`config.mk`:
```
export PLATFORM = sky130hd
export DESIGN_NAME = mux_4to1
export DESIGN_NICKNAME = d
export VERILOG_FILES = /design/src/rtl/mux_pkg.sv /design/src/rtl/mux_4to1_sel_dec.sv /design/src/rtl/mux_4to1.sv
export SDC_FILE = /design/constraint.sdc
export NUM_CORES = 1
export LEC_CHECK = 0
export ABC_AREA = 1
export CORE_AREA = 2 2 39 41
export DETAILED_ROUTE_END_ITERATION = 10
export DIE_AREA = 0 0 41 43
export DONT_BUFFER_PORTS = 1
export PLACE_DENSITY = 0.3
export RECOVER_POWER = 100
export SETUP_SLACK_MARGIN = 0.5
export SLEW_MARGIN = 10
export SYNTH_ARGS = -nofsm -noshare
export SYNTH_HDL_FRONTEND = slang
export SYNTH_HIERARCHICAL = 1
export SYNTH_SLANG_ARGS = --single-unit
```
`constraint.sdc`:
```
create_clock -name clk -period 0.8 [get_ports clk]
set_input_delay 0.16 -clock clk [delete_from_list [all_inputs] [get_ports clk]]
set_output_delay 0.16 -clock clk [all_outputs]
set_load 0.05 [all_outputs]
```
`src/rtl/mux_pkg.sv`:
```
// Shared definitions for the four-lane selector: select type and one-hot helper.
package mux_pkg;

   localparam int SEL_W  = 2;
   localparam int NLANES = 4;

   typedef logic [SEL_W-1:0] sel_t;

   // One-hot decode of a 2-bit select. An unknown select yields all-X so that
   // simulation exposes it instead of silently picking a lane.
   function automatic logic [NLANES-1:0] onehot4(input sel_t sel);
      logic [NLANES-1:0] oh;
      case (sel)
         2'd0:    oh = 4'b0001;
         2'd1:    oh = 4'b0010;
         2'd2:    oh = 4'b0100;
         2'd3:    oh = 4'b1000;
         default: oh = 4'bxxxx;
      endcase
      return oh;
   endfunction

endpackage

```
`src/rtl/mux_4to1_sel_dec.sv`:
```
// Select-to-one-hot decoder; its output drives both sel_oh and the lane gating.
module mux_4to1_sel_dec
   import mux_pkg::*;
(
   input  sel_t               s,
   output logic [NLANES-1:0]  sel_oh
);

   // Pure decode, no state.
   always_comb begin
      sel_oh = onehot4(s);
   end

endmodule

```
`src/rtl/mux_4to1.sv`:
```
// Four-lane selector: combinational AND-OR mux plus a load-enabled registered
// copy with valid and change flags for clocked consumers.
module mux_4to1 #(
   parameter int W      = 1,
   parameter int NLANES = 4
) (
   input  logic                 clk,
   input  logic                 rst_n,
   input  logic [1:0]           s,
   input  logic [NLANES*W-1:0]  d,
   input  logic                 en,
   output logic [W-1:0]         o,
   output logic [W-1:0]         o_q,
   output logic [NLANES-1:0]    sel_oh,
   output logic                 o_vld,
   output logic                 o_chg
);
   import mux_pkg::*;

   logic [W-1:0] o_reg_d, o_reg_q;
   logic         vld_d, vld_q;
   logic         chg_d, chg_q;

   mux_4to1_sel_dec u_sel_dec (
      .s      (sel_t'(s)),
      .sel_oh (sel_oh)
   );

   // AND-OR lane select gated by the one-hot decode; zero latency, no clock.
   always_comb begin
      o = '0;
      for (int k = 0; k < NLANES; k++) begin
         o = o | ({W{sel_oh[k]}} & d[k*W +: W]);
      end
   end

   // Next-state for the registered copy: load on en, change pulse lasts one cycle.
   always_comb begin
      o_reg_d = o_reg_q;
      vld_d   = vld_q;
      chg_d   = 1'b0;
      if (en) begin
         o_reg_d = o;
         vld_d   = 1'b1;
         chg_d   = (o != o_reg_q) || !vld_q;
      end
   end

   // Output register bank; reset clears everything immediately.
   always_ff @(posedge clk or negedge rst_n) begin
      if (!rst_n) begin
         o_reg_q <= '0;
         vld_q   <= 1'b0;
         chg_q   <= 1'b0;
      end else begin
         o_reg_q <= o_reg_d;
         vld_q   <= vld_d;
         chg_q   <= chg_d;
      end
   end

   assign o_q   = o_reg_q;
   assign o_vld = vld_q;
   assign o_chg = chg_q;

endmodule

```
* Word level (Yosys, flattened, before mapping)
Index checks and enable logic that the tools add are counted.
** Cells by class
- Eq/ne operators :: 4
- Multiplexer cells :: 2
- Bitwise operators :: 7
- Reductions and logical operators :: 3
** Operators with widths (number)
- one-hot mux 4 bit (4 select lines) :: 1
- AND 1 bit :: 4
- equality test 2 bit, second input constant :: 2
- OR 1 bit :: 3
- equality test 2 x 1 -> 1 bit, second input constant :: 1
- zero test 2 bit :: 1
- zero test 1 bit :: 1
- logical OR 1 bit :: 1
- two-way mux 1 bit :: 1
- inequality test 1 bit :: 1
** Word-level totals
- Bits in registers :: 3
- Bits of input ports :: 9
- Output and inout bits :: 8
- Logic and storage cells :: 19

* Depth between registers and ports, before layout
- Depth after elaboration :: 9
- Depth in mapped cells :: 10
- Depth with buffers taken out :: 10

* Hierarchy
Netlist, hierarchy kept.
** Modules (own cells, without submodules)
- mux_4to1 :: times used 1, cells each 22, area each 161.4 um^2, seq. area each 75.1 um^2
- mux_4to1_sel_dec :: times used 1, cells each 7, area each 26.3 um^2, seq. area each 0.0 um^2

* Least setup slack after synthesis
No wires, ideal clock.
- Kind :: input to register
- Start :: input port s[1]
- End :: register chg_q, in the netlist o_chg
- Setup time :: 63 ps
- Arrival :: 1619 ps
- Required time :: 737 ps
- Path slack :: -881 ps
- Stages :: 10
- Buffers on the path :: 0
- Path through :: inv_1 nor2_1 nand2_1 nand2_2 inv_1 nand2_2 nand2_1 nand3_1 nand2_1 inv_1
** Between the ends
- Elaborated cells on any way between the ends :: 15
- Classes of those cells :: eq/ne: 4; mux: 2; bitwise: 7; reduce/logical: 2
** RTL lines
- from (decl) :: line mux_4to1.sv:9 : input logic [1:0] s,
- equality test 2 bit (tied with other cells) :: line mux_pkg.sv:13 : case (sel)
- one-hot mux 4 bit (4 select lines) * :: line mux_pkg.sv:13
- via sel_oh[2] :: line mux_4to1.sv:14 : output logic [NLANES-1:0] sel_oh,
- AND 1 bit * :: line mux_4to1.sv:33 : o = o | ({W{sel_oh[k]}} & d[k*W +: W]);
- OR 1 bit * (2 in a row) :: line mux_4to1.sv:33
- via o :: line mux_4to1.sv:12 : output logic [W-1:0] o,
- inequality test 1 bit * :: line mux_4to1.sv:45 : chg_d = (o != o_reg_q) || !vld_q;
- logical OR 1 bit * :: line mux_4to1.sv:45
- two-way mux 1 bit * :: line mux_4to1.sv:42 : if (en) begin
- via chg_d :: line mux_4to1.sv:22 : logic chg_d, chg_q;
- to (signal assigned) :: line mux_4to1.sv:58 : chg_q <= chg_d;
- to (decl) :: line mux_4to1.sv:22
Mark *: on every way through the listed nets, which the timed path passes. The rest lies on a longest branch.
A chain may end at the register's enable or synchronous reset.

* Worst setup path in the final report
- Start :: register o_reg_q, in the netlist o_q
- End :: output port o_q
** RTL lines
- from (decl) :: line mux_4to1.sv:20 : logic [W-1:0] o_reg_d, o_reg_q;
- from (signal assigned) :: line mux_4to1.sv:56 : o_reg_q <= o_reg_d;
- to (decl) :: line mux_4to1.sv:13 : output logic [W-1:0] o_q,
No word-level cell between the ends.

==> metrics.yaml <==
status: "finished with violations"
violations: "negative setup slack"
muxShareOfSynthArea_pct: 0
dieHeight_um: 43
stdcell_count: 65
clk_pin_slew_worst_paths_ns: 0.04
reg2reg_slack_ns: -0.05
route.met2.wl_um: 389
area.sequential_um2: 77.6
layout_commonest_cell: "buf_6"
core-area_um2: 1380
critPathCaptureType: "output pin"
leakage_nw: 0.237
grt_pass1_wl_um: 1030
die_x_um: 41
placed_cells: 54
syn_nets: 38
synth_seq_area_share_pct: 40.0
crit_family: "flip-flops"
timing.final.crit_period_ns: 0.965
crit_chain: "buf_8"
synthSimpleGateAreaFrac_pct: 43.3
dr.pass1.iters: 2
dp_slack_ns: -0.0962
drt-initial-drc-count: 4
synthTopCellsByArea: "dfrtp_1 (40%), nand2_1 (16%), inv_1 (14%), nand2_2 (10%), nor2_1 (8.0%)"
period_share_pct: 121
worstSetupPathType: "reg -> out"
worst_pin_slew_ns: 0.279
drc: 0
cp.arrival_ns: 0.81
antenna_left: 0
antenna_found_initial: 0
avgSynthCellArea_um2: 6.47
dp.final_hpwl_um: 437
cts.sinks: 3
slowest_delay_ns: 0.42
synth_compound_area_share_pct: 2.67
via_per_inst: 3.91
synth_top_area_share_pct: 40.0
synth_fa_ha_area_share_pct: 0
cts_tree: "yes"
fin_setup_tns_ns: -0.605
syn2layout_area_growth_pct: 182
place_congestion: 0.587
ys_types: 9
cts_buffers: 3
grt_pass1_vias: 259
grt-ovfl-total: 0
route.met3.wl_um: 30
grt_usage_pct: 8.94
fp.dieArea_um2: 1760
io_buffers: 0
ys_ff_latch: 3
grt_start_max_net_pins: 5
initial_core_util_pct: 13.6
yosys.area.top_type: "dfrtp_1"
diodes: 0
critPathBufInv: 1
finalSetupViolCount: 6
nFillCells: 148
cp_max_fo: 2
final.setup.worst_slack_ns: -0.165
clk_latency_ns: 0.23
required_ns: 0.64
multi_input_area_um2: 170
fmax_mhz: 1040
clockRootBuffer: "clkbuf_4"
htreeDepth: 1
grt_setup_unrepaired: "yes"
top_layer_used: "met4"
finalPower_uw: 776
drive_gt1_share_pct: 83.7
synth_top_family_by_area: "simple AND/OR/NAND/NOR gates"
ir_drop_v: 0.000440
finClkSkew_ns: 0.00358
relSlewSlack_pct: 81.5
synth_cells: 29
max_cap_viol_count: 0
wirelength_um: 596
startpoint_type: "register"
wl_met1_um: 157
num_vias: 254
hold_class: "in -> reg"
nets: 59
power_density_nw_per_um2: 1470
final_max_slew_viol_count: 0
synthesis.area_um2: 188
ys.warnings.count: 6
wl_per_cell_um: 9.17
rows: 14
clock_path_buffers: 2
hold_viol: 0
synth-xor-area-share_pct: 0
crit_slowest_cell: "dfrtp_2"
io_pins: 17
==> metrics by stage <==
stage	util, %	cell area (um^2)	hold slack, ns
2_1_floorplan	-	272	-0.136
3_3_place_gp	26.9	372	-0.136
3_5_place_dp	26.9	372	-0.136
4_1_cts	33.8	468	-0.386
5_1_grt	38.2	529	-0.00951
6_report	38.2	529	0.00127
==> where the power goes <==
part           internal, mW  switching [mW]
sequential            0.166          0.0113
clock                 0.187          0.0792
combinational         0.149           0.184
==> per-layer routing <==
metal | up-vias | GRT usage (%)
li1 | 124 | -
met1 | 120 | 7.74
met2 | 8 | 16.3
met3 | 2 | 2.09
met4 | 0 | 6.00
met5 | - | 0
==> path summary, 6_finish.rpt <==
path	start	endpoint	cells after the start
max	o_q$_DFFE_PN0P_	o_q	1
min	en	o_q$_DFFE_PN0P_	1
max reg2reg	o_vld$_DFFE_PN0P_	o_vld$_DFFE_PN0P_	2
min reg2reg	o_vld$_DFFE_PN0P_	o_vld$_DFFE_PN0P_	2
max in group asynchronous	rst_n	o_vld$_DFFE_PN0P_	1
min in group asynchronous	rst_n	o_q$_DFFE_PN0P_	1
==> timing repair <==
item | CTS | global route
pin swaps | 5 | 6
endpoints found under the setup margin | 11 | 11
setup buffers | 3 | 3
endpoints found under the hold margin | 3 | 4
resized for setup | 13 | 15
==> cell families (layout without fill, tap and decap cells) <==
family | count (synthesis) | count (layout)
AOI/OAI and AO/OA | 1 | 1
buffers and inverters | 7 | 27
DFF | 3 | 3
and+or+nand+nor | 18 | 18
==> synthesized netlist by cell type <==
cell	count
nand2_1	8
inv_1	7
nor2_1	4
dfrtp_1	3
nand2_2	3
a21oi_1	1
nand3_1	1
nor2_2	1
or2_2	1
==> registers in the layout, summed over array words and instances, names as in the netlist <==
name   flops
o_chg      1
o_q        1
o_vld      1
==> layout make-up <==
| cell class | instances | share of cell area [%] |
|---|---|---|
| Clock buffer | 4 | 4.96 |
| Inverter | 7 | 13.5 |
| Multi-Input combinational cell | 19 | 32.2 |
| Sequential cell | 3 | 14.7 |
| Tap cell | 16 | 3.78 |
| Timing Repair Buffer | 16 | 31.0 |
(Power assumes the default switching activity.)
